[config.mk]
export PLATFORM = sky130hd
export DESIGN_NAME = usb_phy_tx
export DESIGN_NICKNAME = d
export VERILOG_FILES = /design/src/rtl/usb_phy_pkg.sv /design/src/rtl/usb_tx_bitclk.sv /design/src/rtl/usb_phy_tx.sv
export SDC_FILE = /design/constraint.sdc
export NUM_CORES = 1
export LEC_CHECK = 0
export BUFFER_PORTS_ARGS = -buffer_cell sky130_fd_sc_hd__buf_2
export CAP_MARGIN = 40
export CORE_MARGIN = 1.5
export CORE_UTILIZATION = 40
export DETAILED_ROUTE_END_ITERATION = 16
export GPL_TIMING_DRIVEN = 0
export PLACE_DENSITY = 0.67
export SYNTH_ARGS = -nofsm -noshare
export SYNTH_HDL_FRONTEND = slang
export SYNTH_SLANG_ARGS = --single-unit
export TNS_END_PERCENT = 50
[constraint.sdc]
create_clock -name clk_i -period 2.3 [get_ports clk_i]
set_input_delay 0.23 -clock clk_i [delete_from_list [all_inputs] [get_ports clk_i]]
set_output_delay 0.23 -clock clk_i [all_outputs]
set_load 0.05 [all_outputs]
[src/rtl/usb_phy_pkg.sv]
// Shared encodings for the USB 1.1 FS/LS transmit PHY: FSM states, pad line
// levels, transceiver select code and the SYNC pattern.
package usb_phy_pkg;

    typedef enum logic [2:0] {
        IDLE,
        SYNC,
        DATA,
        EOP_SE0,
        EOP_J
    } tx_state_e;

    // Pad levels as {dp, dn} in full-speed polarity.
    localparam logic [1:0] J_FS = 2'b10;
    localparam logic [1:0] K_FS = 2'b01;
    localparam logic [1:0] SE0  = 2'b00;

    localparam logic [1:0] XCVR_LS = 2'b10;

    localparam logic [7:0] SYNC_PATTERN = 8'h80;

    // Low speed swaps J and K on the pads; SE0 is polarity independent.
    function automatic logic [1:0] pad_levels(input logic [1:0] line_fs, input logic ls);
        logic [1:0] pads;
        pads = line_fs;
        if (ls && (line_fs != SE0)) begin
            pads = {line_fs[0], line_fs[1]};
        end
        return pads;
    endfunction

endpackage

[src/rtl/usb_tx_bitclk.sv]
// Bit-period strobe generator: restarts on load, then fires once every
// CLKS_PER_BIT_FS or CLKS_PER_BIT_LS cycles depending on the latched speed.
module usb_tx_bitclk #(
    parameter int CLKS_PER_BIT_FS = 4,
    parameter int CLKS_PER_BIT_LS = 32
) (
    input  logic clk_i,
    input  logic rst_i,
    input  logic load,
    input  logic run,
    input  logic speed_ls,
    output logic strobe
);

    localparam int MAX_DIV = (CLKS_PER_BIT_LS > CLKS_PER_BIT_FS) ? CLKS_PER_BIT_LS : CLKS_PER_BIT_FS;
    localparam int CW      = (MAX_DIV > 2) ? $clog2(MAX_DIV) : 1;

    localparam logic [CW-1:0] LAST_FS = CW'(CLKS_PER_BIT_FS - 1);
    localparam logic [CW-1:0] LAST_LS = CW'(CLKS_PER_BIT_LS - 1);

    logic [CW-1:0] cnt;
    logic [CW-1:0] last_cnt;

    assign last_cnt = speed_ls ? LAST_LS : LAST_FS;
    assign strobe   = run && (cnt == last_cnt);

    // NOTE: sequential state is written with non-blocking assignments only, so
    // every flop samples the pre-edge value of every other flop.
    always_ff @(posedge clk_i or posedge rst_i) begin
        if (rst_i) begin
            cnt <= '0;
        end else if (load || !run || strobe) begin
            cnt <= '0;
        end else begin
            cnt <= cnt + CW'(1);
        end
    end

endmodule

[src/rtl/usb_phy_tx.sv]
// USB 1.1 FS/LS transmit PHY: UTMI byte handshake, SYNC, bit stuffing, NRZI, EOP.
// Optional keep-alive generation is built when USB_PHY_TX_KEEPALIVE_EN is defined.
module usb_phy_tx
    import usb_phy_pkg::*;
#(
    parameter int CLKS_PER_BIT_FS = 4,
    parameter int CLKS_PER_BIT_LS = 32
) (
    input  logic       clk_i,
    input  logic       rst_i,
    input  logic [7:0] utmi_data_i,
    input  logic       utmi_txvalid_i,
    output logic       utmi_txready_o,
    input  logic [1:0] utmi_xcvrselect_i,
`ifdef USB_PHY_TX_KEEPALIVE_EN
    input  logic       keepalive_i,
`endif
    output logic       usb_dp_o,
    output logic       usb_dn_o,
    output logic       usb_oe_o,
    output logic       tx_busy_o
);

    tx_state_e state_q, state_d;

    logic       speed_ls_q;
    logic [7:0] shift_q;
    logic [7:0] hold_q;
    logic [3:0] idx_q;      // bits of the current byte already launched (0..8)
    logic [2:0] ones_q;
    logic       last_q;
    logic       k_q;        // NRZI level: 0 = J, 1 = K
    logic       se0_q;
    logic       txready_q;

    logic       strobe;
    logic       start_pkt;
    logic       start_ka;
    logic       in_frame;
    logic       need_stuff;
    logic       byte_done;
    logic       do_stuff;
    logic       do_bit;
    logic       do_next_byte;
    logic       do_eop;
    logic       do_fetch;
    logic       send_data;
    logic       tx_bit;
    logic [1:0] line_fs;

    assign start_pkt = (state_q == IDLE) && utmi_txvalid_i;

`ifdef USB_PHY_TX_KEEPALIVE_EN
    assign start_ka = (state_q == IDLE) && !utmi_txvalid_i && keepalive_i
                      && (utmi_xcvrselect_i == XCVR_LS);
`else
    assign start_ka = 1'b0;
`endif

    usb_tx_bitclk #(
        .CLKS_PER_BIT_FS (CLKS_PER_BIT_FS),
        .CLKS_PER_BIT_LS (CLKS_PER_BIT_LS)
    ) u_bitclk (
        .clk_i    (clk_i),
        .rst_i    (rst_i),
        .load     (start_pkt || start_ka),
        .run      (state_q != IDLE),
        .speed_ls (speed_ls_q),
        .strobe   (strobe)
    );

    // A pending stuff bit always wins over the next data bit or the EOP.
    assign in_frame     = (state_q == SYNC) || (state_q == DATA);
    assign need_stuff   = (ones_q == 3'd6);
    assign byte_done    = (idx_q == 4'd8);
    assign do_stuff     = in_frame && strobe && need_stuff;
    assign do_bit       = in_frame && strobe && !need_stuff && !byte_done;
    assign do_next_byte = in_frame && strobe && !need_stuff && byte_done && !last_q;
    assign do_eop       = in_frame && strobe && !need_stuff && byte_done && last_q;
    assign do_fetch     = do_bit && (idx_q == 4'd7);
    assign send_data    = do_bit || do_next_byte;

    // NOTE: every always_comb output gets a default first so no path leaves it
    // unassigned and no latch is inferred.
    always_comb begin
        tx_bit = 1'b0;
        if (do_bit) begin
            tx_bit = shift_q[idx_q[2:0]];
        end else if (do_next_byte) begin
            tx_bit = hold_q[0];
        end
    end

    always_ff @(posedge clk_i or posedge rst_i) begin
        if (rst_i) begin
            state_q <= IDLE;
        end else begin
            state_q <= state_d;
        end
    end

    always_comb begin
        state_d = state_q;
        unique case (state_q)
            IDLE: begin
                if (start_pkt) begin
                    state_d = SYNC;
                end else if (start_ka) begin
                    state_d = EOP_SE0;
                end
            end
            SYNC: begin
                if (do_next_byte) begin
                    state_d = DATA;
                end else if (do_eop) begin
                    state_d = EOP_SE0;
                end
            end
            DATA: begin
                if (do_eop) begin
                    state_d = EOP_SE0;
                end
            end
            EOP_SE0: begin
                if (strobe && idx_q[0]) begin
                    state_d = EOP_J;
                end
            end
            EOP_J: begin
                if (strobe) begin
                    state_d = IDLE;
                end
            end
            default: state_d = IDLE;
        endcase
    end

    always_comb begin
        usb_oe_o       = (state_q != IDLE);
        tx_busy_o      = (state_q != IDLE);
        utmi_txready_o = txready_q;
        line_fs        = se0_q ? SE0 : (k_q ? K_FS : J_FS);
        {usb_dp_o, usb_dn_o} = pad_levels(line_fs, speed_ls_q);
    end

    always_ff @(posedge clk_i or posedge rst_i) begin
        if (rst_i) begin
            speed_ls_q <= 1'b0;
            shift_q    <= '0;
            hold_q     <= '0;
            idx_q      <= '0;
            ones_q     <= '0;
            last_q     <= 1'b0;
            k_q        <= 1'b0;
            se0_q      <= 1'b0;
            txready_q  <= 1'b0;
        end else begin
            txready_q <= 1'b0;
            if (start_pkt) begin
                // SYNC bit 0 is launched on the start edge itself: a 0 from J gives K.
                speed_ls_q <= (utmi_xcvrselect_i == XCVR_LS);
                shift_q    <= SYNC_PATTERN;
                idx_q      <= 4'd1;
                ones_q     <= '0;
                last_q     <= 1'b0;
                k_q        <= 1'b1;
                se0_q      <= 1'b0;
            end else if (start_ka) begin
                speed_ls_q <= 1'b1;
                idx_q      <= '0;
                k_q        <= 1'b0;
                se0_q      <= 1'b1;
            end else if (do_stuff) begin
                k_q    <= ~k_q;
                ones_q <= '0;
            end else if (send_data) begin
                if (tx_bit) begin
                    ones_q <= ones_q + 3'd1;
                end else begin
                    ones_q <= '0;
                    k_q    <= ~k_q;
                end
                if (do_next_byte) begin
                    shift_q <= hold_q;
                    idx_q   <= 4'd1;
                end else begin
                    idx_q <= idx_q + 4'd1;
                end
                if (do_fetch) begin
                    if (utmi_txvalid_i) begin
                        hold_q    <= utmi_data_i;
                        txready_q <= 1'b1;
                    end else begin
                        last_q <= 1'b1;
                    end
                end
            end else if (do_eop) begin
                se0_q <= 1'b1;
                k_q   <= 1'b0;
                idx_q <= '0;
            end else if ((state_q == EOP_SE0) && strobe) begin
                idx_q <= 4'd1;
                if (idx_q[0]) begin
                    se0_q <= 1'b0;
                end
            end
        end
    end

endmodule

==> Word-level counts from Yosys, hierarchy flattened <==
Cells that the tools add are included.
{ "word_totals": {"word_cells": 123, "latch_bits": 0, "romBits": 0, "n_memories": 0, "ramBits": 0, "input_bits": 13, "out_inout_bits": 5, "regBits": 36} }
{ "classes": {"eq_ne": 16, "order_cmp": 1, "bitwise_logic": 3, "n_mul": 0, "n_reduce_logical": 39, "div_mod_pow": 0, "mux": 50, "addsub": 3, "n_shift": 0} }
{ "op_table": {"columns": ["op", "count"], "rows": [
  ["two-way mux 8 bit", 4],
  ["two-way mux 3 bit", 9],
  ["two-way mux 1 bit", 24],
  ["two-way mux 4 bit", 6],
  ["case mux 3 bit (5 select lines)", 1],
  ["logical AND 1 bit", 13],
  ["nonzero test 3 bit", 4],
  ["two-way mux 5 bit", 2],
  ["!= test 2 x 1 -> 1 bit (second input constant)", 4],
  ["AND reduction 4 bit", 2],
  ["nonzero test 2 bit", 4],
  ["nonzero test 4 bit", 2],
  ["== test 3 x 2 -> 1 bit (second input constant)", 2],
  ["== test 3 bit (second input constant)", 2],
  ["two-way mux 2 bit", 3],
  ["AND reduction 3 bit", 2],
  ["adder 5 x 1 -> 5 bit (second input constant)", 1],
  ["== test 5 bit", 1],
  ["AND reduction 5 bit", 1],
  ["adder 4 x 1 -> 4 bit (second input constant)", 1],
  ["== test 4 x 3 -> 1 bit (second input constant)", 1],
  ["== test 4 bit (second input constant)", 1],
  ["logical NOT 1 bit", 4],
  ["logical OR 1 bit", 4],
  ["10 further kinds", 14]
]} }

==> Depth between registers and ports, before layout <==
Gate-level depths: netlist (run 1).
{ "logic_depth": {"ltp_word": 13, "depth_mapped": 8} }

==> Hierarchy <==
Synthesis (run 1) repeated with hierarchy kept, for this count alone.
{ "hier_totals": {"hier_cells": 199, "area_unflattened_um2": 1980.6} }
{ "modules_own_cells": {"columns": ["mod", "cells_per_inst", "n_inst", "seq_area_each_um2", "area_per_inst_um2"], "rows": [
  ["usb_phy_tx", 178, 1, 775.7, 1732.9],
  ["usb_tx_bitclk", 21, 1, 125.1, 247.7]
]} }

==> Least setup slack after synthesis (run 1) <==
Ideal clock, no wire load.
{ "synth_path": {"kind": "register to register", "start": "reg speed_ls_q", "end": "reg hold_q[0]", "arrival_ns": 1.899, "period_less_slack_ns": 2.024, "setup_ns": 0.125, "stages_incl_launch_ff": 6, "setup_slack_ns": 0.276, "cell_sequence": "dfrtp_1 -> or4_4 -> a21oi_4 -> nand2_1 -> nor2_4 -> mux2_2"} }
{ "synth_via": {"elab_chain_cells": 9, "elab_cells_between_ends": 13, "cone_classes": "eq/ne (1); mux (1); bitwise (1); reduce/logical (10)"} }
{ "synth_lines": {"columns": ["item", "line_no", "rtl"], "rows": [
  ["start: declaration", "usb_phy_tx.sv:26", "logic speed_ls_q;"],
  ["start signal: assignment", "usb_phy_tx.sv:161", "speed_ls_q <= (utmi_xcvrselect_i == XCVR_LS);"],
  ["two-way mux 5 bit *", "usb_tx_bitclk.sv:24", "assign last_cnt = speed_ls ? LAST_LS : LAST_FS;"],
  ["== test 5 bit *", "usb_tx_bitclk.sv:25", "assign strobe = run && (cnt == last_cnt);"],
  ["logical AND 1 bit *", "usb_tx_bitclk.sv:25", null],
  ["logical AND 1 bit *", "usb_phy_tx.sv:76, usb_phy_tx.sv:77, usb_phy_tx.sv:78", null],
  ["logical AND 1 bit", "usb_phy_tx.sv:77, usb_phy_tx.sv:78", null],
  ["logical AND 1 bit (2 in a row)", "usb_phy_tx.sv:78", "assign do_next_byte = in_frame && strobe && !need_stuff && byte_done && !last_q;"],
  ["logical OR 1 bit", "usb_phy_tx.sv:81", "assign send_data = do_bit || do_next_byte;"],
  ["AND reduction 5 bit (no line) *", null, null],
  ["end signal: assignment", "usb_phy_tx.sv:191", "hold_q <= utmi_data_i;"],
  ["end: declaration", "usb_phy_tx.sv:28", "logic [7:0] hold_q;"]
]} }
Every way passes the cells marked *; elsewhere a longest branch is shown, timed or not.
A chain may end at the register's enable or synchronous reset.

==> Worst setup path after layout (run 1) <==
{ "layout_path": {"start": "reg speed_ls_q", "end": "reg hold_q[7]"} }
The elaborated chain is that of the path after synthesis.

==> impl_metrics.env, run 1 <==
export IMPL_status="complete, no violations"
export IMPL_drive_gt1_frac=0.241
export IMPL_synthesis_nets=212
export IMPL_critPathMaxFanout=9
export IMPL_synth_common_cells="dfrtp_1 (36), nand2_1 (27), o21ai_0 (17), inv_1 (14), mux2_2 (12)"
export IMPL_reg2reg_slack_ps=100
export IMPL_fin_crit_sh=0.956
export IMPL_synth_main_ff_cell="dfrtp_1"
export IMPL_first_pass_iters=4
export IMPL_synth_top_area_frac=0.468
export IMPL_area_growth_pct=14.2
export IMPL_setup_tns_ps=0
export IMPL_cts_setup_buffers=0
export IMPL_tightest_slew_ps=787
export IMPL_relSlewSlack=0.475
export IMPL_drt_iter0_drc=98
export IMPL_reg2reg_to="hold_q[7]"
export IMPL_worst_setup_path_type="flop to flop"
export IMPL_start_util=0.413
export IMPL_power_density_nw_per_um2=1130
export IMPL_finalHoldViolCount=0
export IMPL_via_count=1436
export IMPL_place_area_um2=2100
export IMPL_routed_wl_um=3700
export IMPL_cts_tree="yes"
export IMPL_start_kind="flop"
export IMPL_clkLatencyLatePin_ps=290
export IMPL_die_height_um=72.3
export IMPL_ant_nets=0
export IMPL_yosysTopAreaCell="dfrtp_1"
export IMPL_grt_pass1_wl_um=6490
export IMPL_die_area_um2=5230
export IMPL_hold_path_class="input port to asynchronous set/reset pin"
export IMPL_reg2regPathDepth=5
export IMPL_synth_distinct_cells=47
export IMPL_core_area_um2=4660
export IMPL_grt_pass1_vias=1369
export IMPL_synth_edf_count=0
export IMPL_ioPinCount=18
export IMPL_max_freq_mhz=455
export IMPL_gp_congestion=0.875
export IMPL_cts_buffers=5
export IMPL_maxCapViolations=0
export IMPL_fin_skew_ps=6.74
export IMPL_end_kind="flop"
export IMPL_via_per_inst=5.24
export IMPL_cp_data_arrival_time_ps=2380
export IMPL_cts_sinks=36
export IMPL_dpl_hpwl_um=2770
export IMPL_grt_overflow=0
export IMPL_yosysWarnings=0
export IMPL_drc=0
export IMPL_die_w_um=72.3
export IMPL_ys_seq_area_frac=0.468
export IMPL_grtUsageTotal=0.163
export IMPL_ctsHoldBuffers=0
export IMPL_fin_util=0.471
export IMPL_finalSetupViolations=0
export IMPL_syn_inst=194
export IMPL_cts_root_buf="clkbuf_8"
export IMPL_nNetsFinal=237
export IMPL_avgSynthCellArea_um2=9.91
export IMPL_ir_drop_mv=0.467
export IMPL_async_reset_ff_frac=1.00
export IMPL_rows=25
export IMPL_required_ps=2480
export IMPL_p_leak_nw=0.980
export IMPL_h_tree_depth=2
export IMPL_post_cts_resized=0
export IMPL_antenna_found_initial=0
export IMPL_diodes=0
export IMPL_io_buffers=17
export IMPL_netlist_area_um2=1920
export IMPL_clockBufferDepth=2
export IMPL_reg2reg_from="speed_ls_q"
export IMPL_ys_ff_latch=36
export IMPL_maxSlewViolCount=0
export IMPL_wl_per_cell_um=13.5
export IMPL_fill_cells=444
export IMPL_grt_max_degree=20
export IMPL_path_clk_slew_ps=80
export IMPL_yosysMostFrequentCell="dfrtp_1"
export IMPL_min_period_ps=2200
export IMPL_synth_area_leaders="dfrtp_1 (47%), mux2_2 (7.0%), nand2_1 (5.3%), o21ai_0 (4.4%), ha_1 (3.3%)"
export IMPL_final_area_um2=2200
cell families after synthesis:
| group | Yosys count | share of synthesized area |
|---|---|---|
| DFF | 36 | 0.468 |
| adders and majority gates | 6 | 0.0377 |
| muxes | 14 | 0.0872 |
| xor gates and xnor gates | 6 | 0.0273 |
| and+or+nand+nor | 70 | 0.193 |
| AOI/OAI and AO/OA | 40 | 0.137 |
| buffers and inverters | 22 | 0.0501 |
flip-flops by register name (all words and copies together) (netlist names):
register,count
hold_q,8
shift_q,8
u_bitclk.cnt,5
idx_q,4
ones_q,3
state_q,3
k_q,1
last_q,1
se0_q,1
speed_ls_q,1
utmi_txready_o,1
area by class of cell:
cell class	instances	area (um2)	area share
Inverter	14	52.6	0.0239
Multi-Input combinational cell	136	931	0.424
Timing Repair Buffer	18	113	0.0513
Tap cell	54	67.6	0.0308
Sequential cell	36	901	0.410
Clock inverter	3	18.8	0.00855
Buffer	8	43.8	0.0199
Clock buffer	5	68.8	0.0313
power by group:
group	total [mW]	internal (mW)	leakage, nW	switching, mW
combinational	1.02	0.428	0.468	0.589
sequential	1.02	0.853	0.464	0.163
clock	0.450	0.211	0.0479	0.239
worst max path at each step:
stage / slack [ps] / start / endpoint
after floorplan: 280 / speed_ls_q / hold_q[0]
after global placement: 100 / speed_ls_q / hold_q[3]
after detailed placement: 70 / speed_ls_q / hold_q[7]
after CTS: 50 / speed_ls_q / hold_q[7]
after global routing: -5 / state_q[2] / usb_oe_o
final: 100 / speed_ls_q / hold_q[7]
metal layers:
metal / GRT usage / wire length (um) / vias up
li1: - / - / 721
met1: 0.222 / 1760 / 691
met2: 0.252 / 1750 / 17
met3: 0.0292 / 120 / 7
met4: 0.0755 / 64 / 0
met5: 0 / 0 / -
critical path, stage by stage (launching register included):
cell	delay, ps
dfrtp_1	430
or4_4	590
a21oi_4	270
nand2_1	160
nor2_4	260
mux2_2	370
through the flow:
step | power [mW] | worst slack, ps | hold slack (ps) | instances
4_1_cts | 2.51 | 50.5 | 102 | 274
3_3_place_gp | 2.01 | 97.6 | 450 | 265
5_1_grt | 2.68 | -4.66 | 152 | 274
2_1_floorplan | 1.81 | 276 | 378 | 194
3_5_place_dp | 2.05 | 67.1 | 426 | 266
6_report | 2.48 | 101 | 74.0 | 274
cell usage in the layout (no fill, tap or decap), types with 2 or more instances in the layout:
| cell type | instances |
|---|---|
| o21ai_0 | 17 |
| nand2_1 | 27 |
| clkinv_2 | 2 |
| a21oi_1 | 7 |
| nor4b_1 | 2 |
| and2_1 | 2 |
| ha_1 | 5 |
| nand2b_1 | 4 |
| o22ai_1 | 2 |
| buf_2 | 19 |
| nand4_1 | 4 |
| nand3_1 | 7 |
| clkbuf_8 | 5 |
| clkbuf_1 | 3 |
| xor2_1 | 2 |
| dfrtp_1 | 36 |
| inv_1 | 14 |
| nor2_1 | 11 |
| a211oi_1 | 3 |
| xnor2_1 | 4 |
| mux2_2 | 12 |
| nor3_1 | 3 |
No activity file was read; power rests on OpenSTA's default activity.
==> inputs of run 2 (changes only) <==
--- a/config.mk
+++ b/config.mk
@@ -12,6 +12,7 @@
 export DETAILED_ROUTE_END_ITERATION = 16
 export GPL_TIMING_DRIVEN = 0
 export PLACE_DENSITY = 0.67
+export SETUP_SLACK_MARGIN = 0.4
 export SYNTH_ARGS = -nofsm -noshare
 export SYNTH_HDL_FRONTEND = slang
 export SYNTH_SLANG_ARGS = --single-unit
==> run 2 against run 1 <==
Net effect:
- combinational power increased by 25%
- cell area increased by 14%
- via count increased by 7.6%
- critical path depth increased by 1
- fmax increased by 7.5%
- wire length increased by 16%
- largest power group is now combinational cells
==> impl_metrics.env, run 2 (synthesized netlist as in run 1, its figures left out) <==
export IMPL_status="complete, no violations"
export IMPL_hold_path_class="input port to asynchronous set/reset pin"
export IMPL_end_kind="flop"
export IMPL_final_area_um2=2500
export IMPL_reg2regPathDepth=6
export IMPL_reg2reg_to="k_q"
export IMPL_relSlewSlack=0.481
export IMPL_p_leak_nw=1.11
export IMPL_grt_pass1_wl_um=7300
export IMPL_rows=25
export IMPL_diodes=0
export IMPL_via_per_inst=5.38
export IMPL_ioPinCount=18
export IMPL_final_cell_mix="dfrtp_1 (35), nand2_1 (23), buf_2 (19), o21ai_0 (15), inv_1 (14)"
export IMPL_cts_root_buf="clkbuf_8"
export IMPL_drive_gt1_frac=0.361
export IMPL_grt_max_degree=20
export IMPL_grtUsageTotal=0.184
export IMPL_clkLatencyLatePin_ps=290
export IMPL_max_freq_mhz=489
export IMPL_worst_setup_path_type="flop to flop"
export IMPL_cts_buffers=5
export IMPL_finalHoldViolCount=0
export IMPL_setup_tns_ps=0
export IMPL_regArea_um2=902
export IMPL_path_clk_slew_ps=80
export IMPL_finalSetupViolations=0
export IMPL_crit_end="k_q"
export IMPL_h_tree_depth=2
export IMPL_dpl_hpwl_um=2670
export IMPL_fin_crit_sh=0.889
export IMPL_critPathMaxFanout=5
export IMPL_drt_iter0_drc=93
export IMPL_die_area_um2=5230
export IMPL_fin_skew_ps=6.92
export IMPL_reg2reg_slack_ps=250
export IMPL_core_area_um2=4660
export IMPL_wl_per_cell_um=14.9
export IMPL_grt_overflow=0
export IMPL_drc=0
export IMPL_layout_commonest_cell="dfrtp_1"
export IMPL_maxCapViolations=0
export IMPL_cts_tree="yes"
export IMPL_grt_pass1_vias=1569
export IMPL_maxSlewViolCount=0
export IMPL_via_count=1545
export IMPL_die_height_um=72.3
export IMPL_nNetsFinal=250
export IMPL_startpoint="idx_q[2]"
export IMPL_cts_sinks=36
export IMPL_routed_wl_um=4280
export IMPL_start_kind="flop"
export IMPL_ir_drop_mv=0.555
export IMPL_start_util=0.413
export IMPL_gp_congestion=0.888
export IMPL_tightest_slew_ps=777
export IMPL_place_area_um2=2110
export IMPL_power_density_nw_per_um2=1140
export IMPL_required_ps=2480
export IMPL_reg2reg_from="idx_q[2]"
export IMPL_die_w_um=72.3
export IMPL_cp_data_arrival_time_ps=2220
export IMPL_rsz0062_at_grt="yes"
export IMPL_fin_util=0.537
export IMPL_fill_cells=397
export IMPL_ant_nets=0
export IMPL_reg_largest_list="hold_q: 8 flops, shift_q: 8 flops, u_bitclk.cnt: 5 flops"
export IMPL_area_growth_pct=30.1
export IMPL_multi_input_area_um2=1100
export IMPL_first_pass_iters=4
export IMPL_min_period_ps=2050
export IMPL_clockBufferDepth=2
export IMPL_hold_ws_ps=66.9
export IMPL_io_buffers=17
export IMPL_antenna_found_initial=0
-- run 2: layout make-up --
cell class | count | share of cell area
flip-flops and latches | 36 | 0.360
clock buffers | 5 | 0.0275
multi-input cells | 137 | 0.441
inverters | 14 | 0.0210
clock inverters | 3 | 0.0170
repair buffers | 30 | 0.0815
well taps | 54 | 0.0270
plain buffers | 8 | 0.0250
-- run 2: metrics by stage --
step | std cells | power [mW] | setup WS (ps)
after global routing | 287 | 3.06 | 187
after floorplan | 194 | 1.82 | 359
after global placement | 265 | 2.02 | 146
after CTS | 284 | 2.77 | 295
after detailed placement | 266 | 2.05 | 135
final | 287 | 2.86 | 254
-- run 2: repair_timing --
| action | CTS | global route |
|---|---|---|
| endpoints found under the setup margin | 26 | 28 |
| gates cloned | 2 | 0 |
| hold buffers | 0 | 0 |
| setup buffers | 8 | 3 |
| pin swaps | 6 | 6 |
| resized for setup | 27 | 19 |
| hold endpoints to repair | 0 | 0 |
-- run 2: how the worst min path moves through the flow --
stage                         start         endpoint
3_3_place_gp        u_bitclk.cnt[0]  u_bitclk.cnt[0]
5_1_grt                       rst_i        hold_q[3]
2_1_floorplan  utmi_xcvrselect_i[1]       speed_ls_q
4_1_cts                       rst_i        hold_q[3]
6_report                      rst_i        hold_q[3]
3_5_place_dp                  rst_i        hold_q[3]
-- run 2: power breakdown --
part	total [mW]	switching, mW	internal, mW
Clock	0.556	0.235	0.321
Combinational	1.28	0.697	0.584
Sequential	1.03	0.172	0.855
-- run 2: worst max-delay path: stages (launching register included) --
cell and delay [ps]:
dfrtp_1 340, buf_6 120, mux2_2 330, mux4_2 540, o2111ai_4 270, nor4b_4 240, o21ai_1 80
-- run 2: layer usage --
metal / global-route usage / vias to the layer above / share of wire / routed length (um)
met5: 0 / - / 0 / 0
met3: 0.0431 / 9 / 0.046 / 195
met1: 0.227 / 750 / 0.43 / 1860
met4: 0.0922 / 0 / 0.020 / 87
li1: - / 750 / - / -
met2: 0.302 / 36 / 0.50 / 2140
